==> config.mk <==
export PLATFORM = sky130hd
export DESIGN_NAME = seq_booth_mult
export DESIGN_NICKNAME = d
export VERILOG_FILES = /design/src/rtl/mult_pkg.sv /design/src/rtl/booth_r4_enc.sv /design/src/rtl/seq_booth_mult.sv
export SDC_FILE = /design/constraint.sdc
export NUM_CORES = 1
export LEC_CHECK = 0
export BUFFER_PORTS_ARGS = -buffer_cell sky130_fd_sc_hd__buf_2
export CORE_MARGIN = 5
export CORE_UTILIZATION = 37
export DETAILED_ROUTE_END_ITERATION = 10
export HOLD_SLACK_MARGIN = 0.06
export MAX_ROUTING_LAYER = met4
export PLACE_DENSITY_LB_ADDON = 0.2
export RECOVER_POWER = 25
export SLEW_MARGIN = 20
export SYNTH_ARGS = -nofsm -noshare
export SYNTH_HDL_FRONTEND = slang
export SYNTH_HIERARCHICAL = 1
export SYNTH_SLANG_ARGS = --single-unit
==> constraint.sdc <==
create_clock -name clk -period 6.3 [get_ports clk]
set_input_delay 0 -clock clk [delete_from_list [all_inputs] [get_ports clk]]
set_output_delay 0 -clock clk [all_outputs]
set_load 0.01 [all_outputs]
==> src/rtl/mult_pkg.sv <==
// mult_pkg: shared types and sizing helpers for the radix-4 Booth multiplier
package mult_pkg;
    typedef enum logic [1:0] {IDLE, CALC, DONE} state_t;
    typedef enum logic [2:0] {ZERO, P1, P2, M1, M2} digit_t;
    function automatic int iter_count(input int width);
        return width / 2 + 1;
    endfunction
endpackage

==> src/rtl/booth_r4_enc.sv <==
// booth_r4_enc: radix-4 Booth digit encoder and partial-product selector
module booth_r4_enc
    import mult_pkg::*;
#(
    parameter int WIDTH = 32
) (
    input  logic [2:0]       triplet,
    input  logic [WIDTH+1:0] a,
    output digit_t           digit,
    output logic [WIDTH+2:0] pp
);
    logic [WIDTH+2:0] a1, a2;
    assign a1 = {a[WIDTH+1], a};
    assign a2 = {a, 1'b0};
    always_comb begin
        digit = (triplet == 3'b001 || triplet == 3'b010) ? P1 :
                (triplet == 3'b011) ? P2 :
                (triplet == 3'b100) ? M2 :
                (triplet == 3'b101 || triplet == 3'b110) ? M1 : ZERO;
        pp = (digit == P1) ? a1 :
             (digit == P2) ? a2 :
             (digit == M1) ? -a1 :
             (digit == M2) ? -a2 : '0;
    end
endmodule

==> src/rtl/seq_booth_mult.sv <==
// seq_booth_mult: sequential radix-4 Booth multiplier, signed/unsigned per op,
// valid/ready on both sides; retires two multiplier bits per enabled cycle.
module seq_booth_mult
    import mult_pkg::*;
#(
    parameter int WIDTH = 32
) (
    input  logic               clk,
    input  logic               reset,
    input  logic               en,
    input  logic               in_valid,
    output logic               in_ready,
    input  logic               signed_mode,
    input  logic [WIDTH-1:0]   inputA,
    input  logic [WIDTH-1:0]   inputB,
    output logic               out_valid,
    input  logic               out_ready,
    output logic [2*WIDTH-1:0] result
);
    localparam int ITER = iter_count(WIDTH);
    localparam int CW = $clog2(ITER + 1);
    localparam int EW = WIDTH + 2;
    localparam int AW = 2 * WIDTH + 4;

    state_t          state, state_n;
    digit_t          digit;
    logic [EW-1:0]   a_reg, b_sr;
    logic            b_prev;
    logic [CW-1:0]   cnt;
    logic [AW-1:0]   acc, acc_n, pp_ext;
    logic [EW:0]     pp;
    logic            accept, last;

    assign in_ready  = state == IDLE || (state == DONE && out_ready);
    assign out_valid = state == DONE;
    assign accept    = en && in_valid && in_ready;
    assign last      = cnt == CW'(ITER - 1);

    booth_r4_enc #(.WIDTH(WIDTH)) u_enc (
        .triplet ({b_sr[1:0], b_prev}),
        .a       (a_reg),
        .digit   (digit),
        .pp      (pp)
    );

    // partial product is weighted by 4^cnt rather than shifting the accumulator
    always_comb begin
        pp_ext  = {{(AW - EW - 1){pp[EW]}}, pp} << {cnt, 1'b0};
        acc_n   = (digit == ZERO) ? acc : acc + pp_ext;
        state_n = accept ? CALC :
                  (en && state == CALC && last) ? DONE :
                  (en && state == DONE && out_ready) ? IDLE : state;
    end

    always_ff @(posedge clk or posedge reset) begin
        if (reset) state <= IDLE;
        else       state <= state_n;
    end

    always_ff @(posedge clk or posedge reset) begin
        if (reset) begin
            a_reg  <= '0;
            b_sr   <= '0;
            b_prev <= 1'b0;
            cnt    <= '0;
            acc    <= '0;
            result <= '0;
        end else if (accept) begin
            a_reg  <= signed_mode ? {{2{inputA[WIDTH-1]}}, inputA} : {2'b00, inputA};
            b_sr   <= signed_mode ? {{2{inputB[WIDTH-1]}}, inputB} : {2'b00, inputB};
            b_prev <= 1'b0;
            cnt    <= '0;
            acc    <= '0;
        end else if (en && state == CALC) begin
            acc    <= acc_n;
            b_sr   <= {2'b00, b_sr[EW-1:2]};
            b_prev <= b_sr[1];
            cnt    <= cnt + 1'b1;
            if (last) result <= acc_n[2*WIDTH-1:0];
        end
    end
endmodule

After elaboration in Yosys (flattened, before gate mapping)

Cells that the tools add are included.

Flip-flop bits (word level): 208
Bits in latches: 0
Memory bits (writable): 0
ROM bits: 0
Bits of input ports: 70
Output and inout bits: 66
Memories kept: 0

Add/subtract/negate cells: 4
Multipliers: 0
Divide/modulo/power cells: 0
Order comparisons: 0
Equality and inequality tests: 14
Shift operators: 1
Mux-type cells: 22
Bitwise logic cells: 1
Reduce and logical (&&, ||, !) cells: 16

Operator list:

| cell                                                 | count |
|---|---|
| 2-to-1 mux 68 bit                                    | 3 |
| 2-to-1 mux 35 bit                                    | 4 |
| 2-to-1 mux 34 bit                                    | 4 |
| negator 35 bit                                       | 2 |
| adder 68 bit                                         | 1 |
| left shift 68 x 6 -> 68 bit                          | 1 |
| equality test 3 x 2 -> 1 bit (second input constant) | 4 |
| equality test 3 bit (second input constant)          | 4 |
| 2-to-1 mux 5 bit                                     | 2 |
| 2-to-1 mux 3 bit                                     | 3 |
| 2-to-1 mux 2 bit                                     | 4 |
| logical AND 1 bit                                    | 7 |
| equality test 3 x 1 -> 1 bit (second input constant) | 2 |
| adder 5 x 1 -> 5 bit (second input constant)         | 1 |
| equality test 5 bit (second input constant)          | 1 |
| zero test 3 bit                                      | 1 |
| logical OR 1 bit                                     | 3 |
| AND reduction 3 bit                                  | 1 |
| nonzero test 3 bit                                   | 1 |
| equality test 2 x 1 -> 1 bit (second input constant) | 1 |
| equality test 2 bit (second input constant)          | 1 |
| zero test 2 bit                                      | 1 |
| 2-to-1 mux 1 bit                                     | 2 |
| != test 2 bit (second input constant)                | 1 |
| 3 further kinds                                      | 3 |

Longest topological paths before layout

Depth after elaboration: 16
Depth in mapped cells: 30
Mapped depth without buffers: 28

By module

The synthesis kept the hierarchy.

Modules (own cells, without submodules):

| module         | instances | cells each | area each (µm²) |
|---|---|---|---|
| seq_booth_mult | 1         | 1722       | 13952.1 |
| booth_r4_enc   | 1         | 305        | 1834.3 |

Worst setup path before layout

No wires, ideal clock.

Path kind: register to register
Start point: reg a_reg[0]
End point: reg acc[56]
Library setup time: 0.121 ns
Data arrival time: 5.667 ns
Required time: 6.179 ns
Slack: 0.512 ns
Cell stages (with the launch flop): 29
Path buffers: 0
Clock period less this slack: 5.788 ns
Path through: dfrtp_1 > inv_1 > ha_1 > or4b_2 > nor2_1 > nand3_1 > or4_1 > a221oi_1 > a21oi_1 > nor2_1 > a21oi_1 > nor2_1 > a21oi_1 > mux2i_1 > nor2_1 > a21oi_1 > o22ai_1 > ha_1 > a21o_1 > a21o_1 > a21oi_1 > nand2_1 > a2111oi_2 > a211oi_2 > a21o_4 > a31o_4 > a41oi_2 > xnor2_1 > a22o_1

Longest elaborated chain between the ends: 10

RTL lines:

| what                            | line                 | source |
|---|---|---|
| from (decl)                     | seq_booth_mult.sv:27 | `logic [EW-1:0] a_reg, b_sr;` |
| from (signal assigned)          | seq_booth_mult.sv:69 | `a_reg <= signed_mode ? {{2{inputA[WIDTH-1]}}, inputA} : {2'b00, inputA};` |
| negator 35 bit                  | booth_r4_enc.sv:23   | `(digit == M2) ? -a2 : '0;` |
| 2-to-1 mux 35 bit               | booth_r4_enc.sv:23   |  |
| 2-to-1 mux 35 bit (*)           | booth_r4_enc.sv:22   | `(digit == M1) ? -a1 :` |
| 2-to-1 mux 35 bit (*)           | booth_r4_enc.sv:21   | `(digit == P2) ? a2 :` |
| 2-to-1 mux 35 bit (*)           | booth_r4_enc.sv:20   | `pp = (digit == P1) ? a1 :` |
| named net pp[34]                | seq_booth_mult.sv:31 | `logic [EW:0] pp;` |
| left shift 68 x 6 -> 68 bit (*) | seq_booth_mult.sv:48 | `pp_ext = {{(AW - EW - 1){pp[EW]}}, pp} << {cnt, 1'b0};` |
| adder 68 bit (*)                | seq_booth_mult.sv:49 | `acc_n = (digit == ZERO) ? acc : acc + pp_ext;` |
| 2-to-1 mux 68 bit (*)           | seq_booth_mult.sv:49 |  |
| 2-to-1 mux 68 bit (*)           | seq_booth_mult.sv:74 | `end else if (en && state == CALC) begin` |
| 2-to-1 mux 68 bit (*)           | seq_booth_mult.sv:68 | `end else if (accept) begin` |
| to (signal assigned)            | seq_booth_mult.sv:75 | `acc <= acc_n;` |
| to (decl)                       | seq_booth_mult.sv:30 | `logic [AW-1:0] acc, acc_n, pp_ext;` |

Mark *: on every way through the listed nets, which the timed path passes. The rest lies on a longest branch. The select of a mux whose other input is x is not followed.
A chain may end at the register's enable or synchronous reset.

Worst setup path after layout

Start point: reg a_reg[9]
End point: reg acc[56]

Same word-level chain as after synthesis.

==> flow_summary.ini <==
[timing]
finalHoldViolCount = 0
final.min_clock_period_ps = 6130
finClkSkew_ps = 22.62
slew_violations = 73
setup_viol = 0
rsz0062_at_grt = true
timing.fmax_ghz = 0.1631
tightest_slew_ps = 3462
period_share = 0.9729
setup_slack_ps = 170.5
maxSlewHeadroom = -1.321

[synth]
yosysSeqAreaShare = 0.3202
syn_inst = 2027
ys_top_cells_by_count = nand2_1, dfrtp_1, nor2_1, a21oi_1, o21ai_0
yosys.area.top_type = dfrtp_1
synth_ff_type = dfrtp_1
avgSynthCellArea_um2 = 7.788
yosys.area.top_type_share = 0.3202
synthTopCellsByArea = dfrtp_1, nand2_1, ha_1
yosys_warnings = 6
synthDistinctLibCells = 86
ys_ff_latch = 202
synth-async-reset-ratio = 1.000
yosysMostFrequentCell = nand2_1
netlist_area_um2 = 15790
syn_nets = 2168
synth_edf_count = 0

[setup_path]
worst-endpoint-arrival_ps = 6550
slowest_delay_ps = 490
endpoint_kind = flop
r2r_start = a_reg[9]
crit_type = flop to flop
cp_max_fo = 8
cp_slowest_cell = or3_1
cp-start-kind = flop
cp_common_cell = buf_4
worstPathRequired_ps = 6730
critPathLaunch = a_reg[9]

[detailed_routing]
drc = 0
via_per_inst = 5.534
post_drt_wl_per_cell_um = 19.23
drt-initial-drc-count = 981
drt_wl_total_mm = 57.88
vias = 16657
antenna_left = 0
drt_pass1_iterations = 5

[placement]
pre_cts_slack_ps = -202.2
dp_hpwl_mm = 43.19
port-buffer-count = 135
place_congestion = 1.032

[layout]
num-nets-final = 2593
drive_gt1_frac = 0.2502
area_growth_pct = 33.28
top_regs = acc (64), result (64)

[clocking]
cts_sinks = 202
cts_tree = built
htreeDepth = 1
clock_latency_ps = 550
cts_buffer_depth = 3
cts_buffers = 25
root_buffer = clkbuf_16
path_clk_slew_ps = 60

[job]
cap_violations = 1

[global_routing]
grt_pass1_wl_mm = 91.49
overflow = 0
grt_usage = 0.2465
grt_antenna_before_repair = 0
grt_start_max_net_pins = 75
grt_pass1_vias = 16867

[floorplanning]
start_util = 0.3755
die_y_um = 216.6
core_area_um2 = 42040
rows = 75
die-area_um2 = 46900
pin_count = 136
die_w_um = 216.6

[status]
status = complete, but fails checks
failed_checks = capacitance limit, slew limit

[worst_hold_path]
hold_class = input port to flop
hold_start = in_valid
[logic make-up after synthesis]
group | count (synthesis) | share of synthesized area
flops | 202 | 0.3202
mux | 61 | 0.04906
compound gates | 621 | 0.2566
xor+xnor | 92 | 0.05104
simple gates | 792 | 0.2200
buf+inv | 188 | 0.04629
fa+ha+maj | 71 | 0.05675
[cell usage in the layout (no fill, tap or decap), types with 15 or more instances in the layout]
cell             n
a21o_1          41
a21oi_1        159
a21oi_2         16
a22o_1          42
a22oi_1         39
a31oi_1         41
buf_2           90
buf_4          338
clkbuf_1        49
clkbuf_16       25
dfrtp_1        202
dlygate4sd3_1   69
ha_1            66
inv_1           37
mux2i_1         28
nand2_1        373
nand3_1         55
nand4_1         22
nor2_1         186
nor2b_1         15
nor3_1          32
o21ai_0        118
o21ai_1         21
xnor2_1         55
xor2_1          35
[critical path: cells and delay by family (launching register included)]
kind | cells | cell delay, ps
and+or+nand+nor | 6 | 1280
adders and majority gates | 1 | 310
buffers and inverters | 5 | 790
xor gates and xnor gates | 1 | 100
DFF | 1 | 370
AOI/OAI and AO/OA | 12 | 2450
muxes | 2 | 660
[repair_timing]
action	4_1_cts	5_1_grt
gates resized for setup	17	91
setup endpoints to repair	37	61
pin swaps	1	24
hold endpoints to repair	137	0
hold buffers	69	0
buffers inserted	0	14
[layer usage]
layer	vias up	share of wire	GRT usage
li1	8123	-	-
met1	7998	0.43	0.3082
met2	399	0.48	0.4051
met3	137	0.042	0.03126
met4	0	0.050	0.1041
met5	-	0	-
[final timing paths]
path / endpoint / depth (start not counted) / slack, ps
max: acc[56] / 27 / 170
min: state[0] / 4 / 110
max reg2reg: acc[56] / 27 / 170
min reg2reg: b_sr[7] / 2 / 480
max in group asynchronous: a_reg[28] / 4 / 3270
min in group asynchronous: a_reg[13] / 3 / 980
[layout make-up]
class / count / area, µm²
sequential: 202 / 5055
multi-input combinational: 1637 / 10470
timing repair buffer: 544 / 3889
fill: 4159 / 21000
clock buffer: 33 / 685.7
antenna: 1 / 2.502
inverter: 42 / 158.9
tap: 539 / 674.4
clock inverter: 12 / 102.6
[metrics by stage]
stage | cells | instance area (µm²) | utilization | TNS, ps | hold slack, ps
CTS | 2995 | 20620 | 0.4905 | 0 | 66.16
finish | 3010 | 21040 | 0.5005 | 0 | 110.5
detailed placement | 2881 | 19080 | 0.4538 | -3398 | 105.0
floorplan | 2027 | 15790 | - | 0 | 105.4
global route | 3009 | 21040 | 0.5004 | -909.3 | 146.2
global placement | 2881 | 19080 | 0.4538 | -1261 | 107.0
Power is not shown: default switching activity piles up to over one toggle a cycle in this logic, so the estimate is an artifact.
